[src/rtl/cpu_pkg.sv]
// Shared constants for the teaching CPU datapath.
// This file holds the ALU function codes, the one-hot beat encoding and the opcode map.
package cpu_pkg;

    // ALU function codes used when M=0 (arithmetic)
    localparam logic [3:0] ALU_ADD    = 4'b1001;
    localparam logic [3:0] ALU_SUB    = 4'b0110;
    localparam logic [3:0] ALU_INC    = 4'b0000;
    localparam logic [3:0] ALU_DEC    = 4'b1111;

    // ALU function codes used when M=1 (logic)
    localparam logic [3:0] ALU_AND    = 4'b1011;
    localparam logic [3:0] ALU_OR     = 4'b1110;
    localparam logic [3:0] ALU_XOR    = 4'b0110;
    localparam logic [3:0] ALU_NOT    = 4'b0000;
    localparam logic [3:0] ALU_PASS_B = 4'b1010;
    localparam logic [3:0] ALU_PASS_A = 4'b1111;

    typedef enum logic [2:0] {
        BEAT_W1 = 3'b001,
        BEAT_W2 = 3'b010,
        BEAT_W3 = 3'b100
    } beat_t;

    localparam logic [3:0] OP_ADD = 4'b0001;
    localparam logic [3:0] OP_SUB = 4'b0010;
    localparam logic [3:0] OP_AND = 4'b0011;
    localparam logic [3:0] OP_INC = 4'b0100;
    localparam logic [3:0] OP_LD  = 4'b0101;
    localparam logic [3:0] OP_ST  = 4'b0110;
    localparam logic [3:0] OP_JC  = 4'b0111;
    localparam logic [3:0] OP_JZ  = 4'b1000;
    localparam logic [3:0] OP_JMP = 4'b1001;
    localparam logic [3:0] OP_STP = 4'b1110;

    function automatic logic [7:0] sext4(input logic [3:0] value);
        return {{4{value[3]}}, value};
    endfunction

endpackage

[src/rtl/cpu_datapath_if.sv]
// Interface between the hardwired controller/console and the datapath.
// The controller drives the strobes and the datapath returns its status.
interface cpu_datapath_if;
    logic       SELCTL, DRW, LPC, PCINC, PCADD, LAR, ARINC, LIR, LDZ, LDC;
    logic       CIN, M, MEMW, ABUS, SBUS, MBUS, STOP, SHORT, LONG;
    logic [3:0] S;
    logic [3:0] SEL;
    logic       QD;
    logic [7:0] SD;

    logic [3:0] IR;
    logic       C, Z;
    logic [2:0] W;
    logic [7:0] DBUS;
    logic [7:0] PC, AR;
    logic       RUN;
    logic       BUSERR;

    modport master (
        output SELCTL, DRW, LPC, PCINC, PCADD, LAR, ARINC, LIR, LDZ, LDC,
               CIN, M, MEMW, ABUS, SBUS, MBUS, STOP, SHORT, LONG, S, SEL, QD, SD,
        input  IR, C, Z, W, DBUS, PC, AR, RUN, BUSERR
    );

    modport slave (
        input  SELCTL, DRW, LPC, PCINC, PCADD, LAR, ARINC, LIR, LDZ, LDC,
               CIN, M, MEMW, ABUS, SBUS, MBUS, STOP, SHORT, LONG, S, SEL, QD, SD,
        output IR, C, Z, W, DBUS, PC, AR, RUN, BUSERR
    );
endinterface

[src/rtl/cpu_alu.sv]
// Combinational 8-bit ALU. CIN is active-low, so the carry added is ~cin.
// Logic mode always reports a carry of zero.
module cpu_alu
    import cpu_pkg::*;
(
    input  logic [7:0] a,
    input  logic [7:0] b,
    input  logic [3:0] s,
    input  logic       m,
    input  logic       cin,
    output logic [7:0] result,
    output logic       carry
);

    logic [8:0] sum;
    logic [8:0] ci;

    assign ci = {8'h00, ~cin};

    always_comb begin
        sum    = 9'h000;
        result = 8'h00;
        carry  = 1'b0;
        if (!m) begin
            case (s)
                ALU_ADD: sum = {1'b0, a} + {1'b0, b} + ci;
                ALU_SUB: sum = {1'b0, a} + {1'b0, ~b} + ci;
                ALU_DEC: sum = {1'b0, a} + 9'h0FF + ci;
                default: sum = {1'b0, a} + ci;
            endcase
            result = sum[7:0];
            carry  = sum[8];
        end else begin
            case (s)
                ALU_AND:    result = a & b;
                ALU_OR:     result = a | b;
                ALU_XOR:    result = a ^ b;
                ALU_NOT:    result = ~a;
                ALU_PASS_B: result = b;
                default:    result = a;
            endcase
        end
    end

endmodule

[src/rtl/cpu_datapath.sv]
// Datapath of the teaching CPU: four registers, PC, AR, IR, flags, a 256x8 memory and the beat generator.
// All state changes happen on the rising edge of T3, and only while RUN is high.
module cpu_datapath
    import cpu_pkg::*;
(
    input  logic          T3,
    input  logic          CLR,
    cpu_datapath_if.slave bus
);

    logic [7:0] regs [4];
    logic [7:0] mem  [256];
    logic [7:0] pc_q, ar_q, ir_q;
    logic       c_q, z_q;
    beat_t      beat_q, beat_next;
    logic       run_q, run_next;

    logic [1:0] a_sel, b_sel;
    logic [7:0] alu_result;
    logic       alu_carry;
    logic [1:0] source_count;
    logic       bus_err;
    logic [7:0] dbus;

    assign a_sel = bus.SELCTL ? bus.SEL[3:2] : ir_q[3:2];
    assign b_sel = bus.SELCTL ? bus.SEL[1:0] : ir_q[1:0];

    cpu_alu alu (
        .a      (regs[a_sel]),
        .b      (regs[b_sel]),
        .s      (bus.S),
        .m      (bus.M),
        .cin    (bus.CIN),
        .result (alu_result),
        .carry  (alu_carry)
    );

    // More than one bus driver is a conflict: the bus reads as zero instead of picking a winner
    assign source_count = {1'b0, bus.SBUS} + {1'b0, bus.MBUS} + {1'b0, bus.ABUS};
    assign bus_err      = source_count > 2'd1;

    always_comb begin
        dbus = 8'h00;
        if (!bus_err) begin
            if (bus.SBUS)      dbus = bus.SD;
            else if (bus.MBUS) dbus = mem[ar_q];
            else if (bus.ABUS) dbus = alu_result;
        end
    end

    always_ff @(posedge T3 or negedge CLR) begin
        if (!CLR) begin
            for (int i = 0; i < 4; i++) regs[i] <= 8'h00;
            pc_q <= 8'h00;
            ar_q <= 8'h00;
            ir_q <= 8'h00;
            c_q  <= 1'b0;
            z_q  <= 1'b0;
        end else if (run_q) begin
            if (bus.DRW) regs[a_sel] <= dbus;
            if (bus.LPC)        pc_q <= dbus;
            else if (bus.PCADD) pc_q <= pc_q + sext4(ir_q[3:0]);
            else if (bus.PCINC) pc_q <= pc_q + 8'h01;
            if (bus.LAR)        ar_q <= dbus;
            else if (bus.ARINC) ar_q <= ar_q + 8'h01;
            if (bus.LIR) ir_q <= mem[pc_q];
            if (bus.LDC) c_q  <= alu_carry;
            if (bus.LDZ) z_q  <= (alu_result == 8'h00);
        end
    end

    // Memory contents survive reset, so this store has no reset branch
    always_ff @(posedge T3) begin
        if (run_q && bus.MEMW) mem[ar_q] <= dbus;
    end

    always_ff @(posedge T3 or negedge CLR) begin
        if (!CLR) begin
            beat_q <= BEAT_W1;
            run_q  <= 1'b0;
        end else begin
            beat_q <= beat_next;
            run_q  <= run_next;
        end
    end

    always_comb begin
        beat_next = beat_q;
        run_next  = run_q;
        if (run_q) begin
            case (beat_q)
                BEAT_W1: beat_next = bus.SHORT ? BEAT_W1 : BEAT_W2;
                BEAT_W2: beat_next = bus.LONG ? BEAT_W3 : BEAT_W1;
                BEAT_W3: beat_next = BEAT_W1;
                default: beat_next = BEAT_W1;
            endcase
            if (bus.STOP) run_next = 1'b0;
        end else if (bus.QD) begin
            run_next = 1'b1;
        end
    end

    assign bus.IR     = ir_q[7:4];
    assign bus.C      = c_q;
    assign bus.Z      = z_q;
    assign bus.W      = beat_q;
    assign bus.DBUS   = dbus;
    assign bus.PC     = pc_q;
    assign bus.AR     = ar_q;
    assign bus.RUN    = run_q;
    assign bus.BUSERR = bus_err;

endmodule

[src/flat_wrapper.sv]
// flat-port wrapper written by rule: the top's interface ports become plain ports
module cpu_datapath_flat import cpu_pkg::*;
  (T3, CLR, bus_SELCTL, bus_DRW, bus_LPC, bus_PCINC, bus_PCADD, bus_LAR, bus_ARINC, bus_LIR, bus_LDZ, bus_LDC, bus_CIN, bus_M, bus_MEMW, bus_ABUS, bus_SBUS, bus_MBUS, bus_STOP, bus_SHORT, bus_LONG, bus_S, bus_SEL, bus_QD, bus_SD, bus_IR, bus_C, bus_Z, bus_W, bus_DBUS, bus_PC, bus_AR, bus_RUN, bus_BUSERR);
  cpu_datapath_if bus_i ();
  input  logic T3;
  input  logic CLR;
  input wire logic [$bits(bus_i.SELCTL)-1:0] bus_SELCTL;
  input wire logic [$bits(bus_i.DRW)-1:0] bus_DRW;
  input wire logic [$bits(bus_i.LPC)-1:0] bus_LPC;
  input wire logic [$bits(bus_i.PCINC)-1:0] bus_PCINC;
  input wire logic [$bits(bus_i.PCADD)-1:0] bus_PCADD;
  input wire logic [$bits(bus_i.LAR)-1:0] bus_LAR;
  input wire logic [$bits(bus_i.ARINC)-1:0] bus_ARINC;
  input wire logic [$bits(bus_i.LIR)-1:0] bus_LIR;
  input wire logic [$bits(bus_i.LDZ)-1:0] bus_LDZ;
  input wire logic [$bits(bus_i.LDC)-1:0] bus_LDC;
  input wire logic [$bits(bus_i.CIN)-1:0] bus_CIN;
  input wire logic [$bits(bus_i.M)-1:0] bus_M;
  input wire logic [$bits(bus_i.MEMW)-1:0] bus_MEMW;
  input wire logic [$bits(bus_i.ABUS)-1:0] bus_ABUS;
  input wire logic [$bits(bus_i.SBUS)-1:0] bus_SBUS;
  input wire logic [$bits(bus_i.MBUS)-1:0] bus_MBUS;
  input wire logic [$bits(bus_i.STOP)-1:0] bus_STOP;
  input wire logic [$bits(bus_i.SHORT)-1:0] bus_SHORT;
  input wire logic [$bits(bus_i.LONG)-1:0] bus_LONG;
  input wire logic [$bits(bus_i.S)-1:0] bus_S;
  input wire logic [$bits(bus_i.SEL)-1:0] bus_SEL;
  input wire logic [$bits(bus_i.QD)-1:0] bus_QD;
  input wire logic [$bits(bus_i.SD)-1:0] bus_SD;
  output wire logic [$bits(bus_i.IR)-1:0] bus_IR;
  output wire logic [$bits(bus_i.C)-1:0] bus_C;
  output wire logic [$bits(bus_i.Z)-1:0] bus_Z;
  output wire logic [$bits(bus_i.W)-1:0] bus_W;
  output wire logic [$bits(bus_i.DBUS)-1:0] bus_DBUS;
  output wire logic [$bits(bus_i.PC)-1:0] bus_PC;
  output wire logic [$bits(bus_i.AR)-1:0] bus_AR;
  output wire logic [$bits(bus_i.RUN)-1:0] bus_RUN;
  output wire logic [$bits(bus_i.BUSERR)-1:0] bus_BUSERR;
  assign bus_i.SELCTL = bus_SELCTL;
  assign bus_i.DRW = bus_DRW;
  assign bus_i.LPC = bus_LPC;
  assign bus_i.PCINC = bus_PCINC;
  assign bus_i.PCADD = bus_PCADD;
  assign bus_i.LAR = bus_LAR;
  assign bus_i.ARINC = bus_ARINC;
  assign bus_i.LIR = bus_LIR;
  assign bus_i.LDZ = bus_LDZ;
  assign bus_i.LDC = bus_LDC;
  assign bus_i.CIN = bus_CIN;
  assign bus_i.M = bus_M;
  assign bus_i.MEMW = bus_MEMW;
  assign bus_i.ABUS = bus_ABUS;
  assign bus_i.SBUS = bus_SBUS;
  assign bus_i.MBUS = bus_MBUS;
  assign bus_i.STOP = bus_STOP;
  assign bus_i.SHORT = bus_SHORT;
  assign bus_i.LONG = bus_LONG;
  assign bus_i.S = bus_S;
  assign bus_i.SEL = bus_SEL;
  assign bus_i.QD = bus_QD;
  assign bus_i.SD = bus_SD;
  assign bus_IR = bus_i.IR;
  assign bus_C = bus_i.C;
  assign bus_Z = bus_i.Z;
  assign bus_W = bus_i.W;
  assign bus_DBUS = bus_i.DBUS;
  assign bus_PC = bus_i.PC;
  assign bus_AR = bus_i.AR;
  assign bus_RUN = bus_i.RUN;
  assign bus_BUSERR = bus_i.BUSERR;
  cpu_datapath u_core (.T3(T3), .CLR(CLR), .bus(bus_i));
endmodule
[config.mk]
export PLATFORM = sky130hd
export DESIGN_NAME = cpu_datapath_flat
export DESIGN_NICKNAME = d
export VERILOG_FILES = /design/src/rtl/cpu_pkg.sv /design/src/rtl/cpu_datapath_if.sv /design/src/rtl/cpu_alu.sv /design/src/rtl/cpu_datapath.sv /design/src/flat_wrapper.sv
export SDC_FILE = /design/constraint.sdc
export NUM_CORES = 2
export LEC_CHECK = 0
export ABC_CLOCK_PERIOD_IN_PS = 20100
export CAP_MARGIN = 20
export CORE_MARGIN = 5
export CORE_UTILIZATION = 35
export DETAILED_ROUTE_END_ITERATION = 12
export GPL_ROUTABILITY_DRIVEN = 1
export SYNTH_ARGS = -nofsm -noshare
export SYNTH_HDL_FRONTEND = slang
export SYNTH_SLANG_ARGS = --single-unit
[constraint.sdc]
create_clock -name T3 -period 20.1 [get_ports T3]
set_input_delay 4.02 -clock T3 [delete_from_list [all_inputs] [get_ports T3]]
set_output_delay 4.02 -clock T3 [all_outputs]
set_load 0.05 [all_outputs]
==> flow_metrics.env <==
export IMPL_whs_ns=0.537
export IMPL_die_y_um=548
export IMPL_syn_nets=5120
export IMPL_rsz0062_at_grt="no"
export IMPL_start_kind="primary input"
export IMPL_seqPwrFrac_pct=33.9
export IMPL_placed_cells=8654
export IMPL_vias=58000
export IMPL_std_cell_rows=197
export IMPL_hold_viol_final=0
export IMPL_crit_family="compound AO/OA/AOI/OAI gates"
export IMPL_post_cts_resize_count=0
export IMPL_routed_wl_mm=341
export IMPL_die_w_um=548
export IMPL_min_to="u_core.bus.W[2]"
export IMPL_grt_max_degree=198
export IMPL_layout_nets=5191
export IMPL_drtPass1Iterations=6
export IMPL_peakVddDrop_uv=128
export IMPL_placed_area_sq_um=106000
export IMPL_fin_cells=9094
export IMPL_synth_area_sq_um=101000
export IMPL_cts_buffers=222
export IMPL_gp_congestion=0.938
export IMPL_maxSlewViolCount=0
export IMPL_cp_required_ns=16.08
export IMPL_synthTopCellsByArea="edfxtp_1, mux4_2, dfrtp_1"
export IMPL_highest_layer="met5"
export IMPL_endpoint_kind="primary output"
export IMPL_synth_cells=5041
export IMPL_relSlewSlack_pct=11.0
export IMPL_viasPerCell=6.37
export IMPL_swShare_pct=36.4
export IMPL_hp_start="u_core.bus.W[2]"
export IMPL_r2r_end="u_core.mem[64][5]"
export IMPL_p_int_mw=10.0
export IMPL_pwr_share_comb_pct=39.7
export IMPL_clkPwrFrac_pct=26.4
export IMPL_fin_tns_setup_ns=0
export IMPL_htree_num_levels=4
export IMPL_syn_to_final_growth_pct=12.6
export IMPL_layout_common_cells="edfxtp_1, mux4_2, nor2_1, clkbuf_16, buf_4"
export IMPL_ff2ff_path_depth=15
export IMPL_worstSetupPathType="in2out"
export IMPL_grt_pass1_vias=56700
export IMPL_syn_area_per_cell_sq_um=20.1
export IMPL_synth_ff_type="edfxtp_1"
export IMPL_grt_ovfl_total=0
export IMPL_cap_violations=0
export IMPL_power_density_nw_per_um2=139
export IMPL_cts_sinks=2110
export IMPL_ys_seq_elements=2110
export IMPL_worstMarginPinSlew_ns=1.34
export IMPL_path_clk_slew_ns=0.06
export IMPL_skew_ns=0.0921
export IMPL_wl_met1_mm=133
export IMPL_final_min_clock_period_ns=14.46
export IMPL_crit_fanout=109
export IMPL_final_common_cell="edfxtp_1"
export IMPL_netSwitchingPower_mw=5.76
export IMPL_met3WireLength_mm=37.3
export IMPL_synth_edff_count=2048
export IMPL_drt_iter0_drc=8732
export IMPL_antenna_found_initial=25
export IMPL_root_buffer="clkbuf_16"
export IMPL_drc=0
export IMPL_critPathSlowestCell="clkdlybuf4s50_1"
export IMPL_fin_area_sq_um=114000
export IMPL_min_period_over_period_pct=71.9
export IMPL_wl_met2_mm=155
export IMPL_reg2reg_setup_slack_ns=11.66
export IMPL_hp_class="reg2reg"
export IMPL_yosysWarnings=0
export IMPL_die_area_sq_um=300000
export IMPL_cts_tree="yes"
export IMPL_drive_gt1_share_pct=35.0
export IMPL_clkLatencyLatePin_ns=0.90
export IMPL_status="finished clean"
export IMPL_grt_first_pass_wirelength_mm=471
export IMPL_grt_total_usage_pct=22.3
export IMPL_hold_depth=1
export IMPL_finalSetupViolCount=0
export IMPL_total_power_mw=15.8
export IMPL_fmaxAchievable_ghz=0.0692
export IMPL_max_stage_delay_ns=0.87
export IMPL_p_leak_nw=34.8
export IMPL_wl_per_cell_um=37.5
export IMPL_design_portCount=73
export IMPL_cp_arrival_ns=10.44
export IMPL_crit_chain="clkdlybuf4s50_1 -> mux2_2 -> mux2i_1 -> mux2i_1 -> ha_1 -> nor2b_1 -> o21ai_0 -> nand2_1 -> xnor2_1 -> nor2_1 -> a2111oi_0 -> a21oi_1 -> o211ai_1 -> inv_8 -> clkdlybuf4s50_1"
export IMPL_ant_nets=0
export IMPL_synth_cell_types=88
export IMPL_start_util_pct=35.1
export IMPL_core_area_sq_um=288000
export IMPL_cp_num_buf_inv=3
export IMPL_yosysTopAreaCell="edfxtp_1"
export IMPL_cts_setup_buffers=0
export IMPL_cts_hold_buf=0
export IMPL_r2r_start="u_core.bus.AR[0]"
export IMPL_postSynth_asyncResetShare_pct=2.94
export IMPL_portBuffers=72
export IMPL_cts_buffer_depth=3
export IMPL_yosysSeqAreaShare_pct=62.3
export IMPL_synth_top_area_share_pct=60.7
export IMPL_dpl_hpwl_mm=227
## power by group through the flow
stage | Combinational, mW | Sequential, mW | Clock, mW
final | 6.28 | 5.36 | 4.17
after global routing | 6.44 | 5.37 | 4.41
after global placement | 6.18 | 5.45 | 0
after detailed placement | 6.19 | 5.45 | 0
after CTS | 6.21 | 5.36 | 4.22
after floorplan | 3.87 | 5.44 | 0
## through the flow
step	setup WS, ns	util [%]
3_5_place_dp	5.61	36.9
2_1_floorplan	1.53	-
5_1_grt	5.20	39.6
3_3_place_gp	5.74	36.9
6_report	5.64	39.6
4_1_cts	5.58	39.5
## area by class of cell
| type | instances | area, sq um |
|---|---|---|
| Sequential cell | 2110 | 63100 |
| Clock buffer | 279 | 5850 |
| Timing Repair Buffer | 254 | 2370 |
| Fill cell | 25400 | 174000 |
| Multi-Input combinational cell | 2474 | 36200 |
| Clock inverter | 136 | 1550 |
| Antenna cell | 10 | 25.0 |
| Tap cell | 3781 | 4730 |
| Inverter | 50 | 203 |
## cell usage after synthesis, drive strengths merged (9+ instances only)
master	n
a21oi	49
a22oi	44
a31oi	15
and2	13
and3	20
buf	215
clkbuf	192
dfrtp	61
edfxtp	2048
ha	37
inv	50
mux2	63
mux2i	103
mux4	1258
nand2	101
nand2b	11
nand3	27
nand4	12
nor2	360
nor2b	18
nor3	49
nor4	14
o211ai	9
o21ai	39
o22ai	36
o31ai	10
or3	10
xnor2	14
## registers in the layout, summed over array words and instances, names as in the netlist
register / count
u_core.ir_q: 8
u_core.bus.PC: 8
u_core.bus.C: 1
u_core.bus.RUN: 1
u_core.bus.W: 3
u_core.regs: 32
u_core.bus.Z: 1
u_core.mem: 2048
u_core.bus.AR: 8
## kinds of logic after synthesis
kind of cell | Yosys count | share of synthesized area (%)
buf+inv | 457 | 2.08
fa+ha+maj | 41 | 0.536
flops | 2110 | 62.3
xor+xnor | 19 | 0.164
simple gates | 683 | 3.11
mux | 1424 | 29.7
compound gates | 307 | 2.14
## how the worst max path moves through the flow
stage                           from     endpoint  slack, ns  cells past startpoint
after floorplan           bus_SELCTL  bus_DBUS[2]       1.53                     15
after global placement    bus_SELCTL  bus_DBUS[3]       5.74                     15
after detailed placement  bus_SELCTL  bus_DBUS[3]       5.61                     15
after CTS                 bus_SELCTL  bus_DBUS[3]       5.58                     15
after global routing      bus_SELCTL  bus_DBUS[3]       5.20                     15
final                     bus_SELCTL  bus_DBUS[3]       5.64                     15
## metal layers
| layer | vias up | global-route usage, % |
|---|---|---|
| met1 | 31700 | 30.9 |
| met3 | 622 | 6.01 |
| li1 | 22000 | - |
| met5 | - | 0 |
| met4 | 12 | 8.65 |
| met2 | 3631 | 33.5 |
Power figures use the tool's default switching activity.
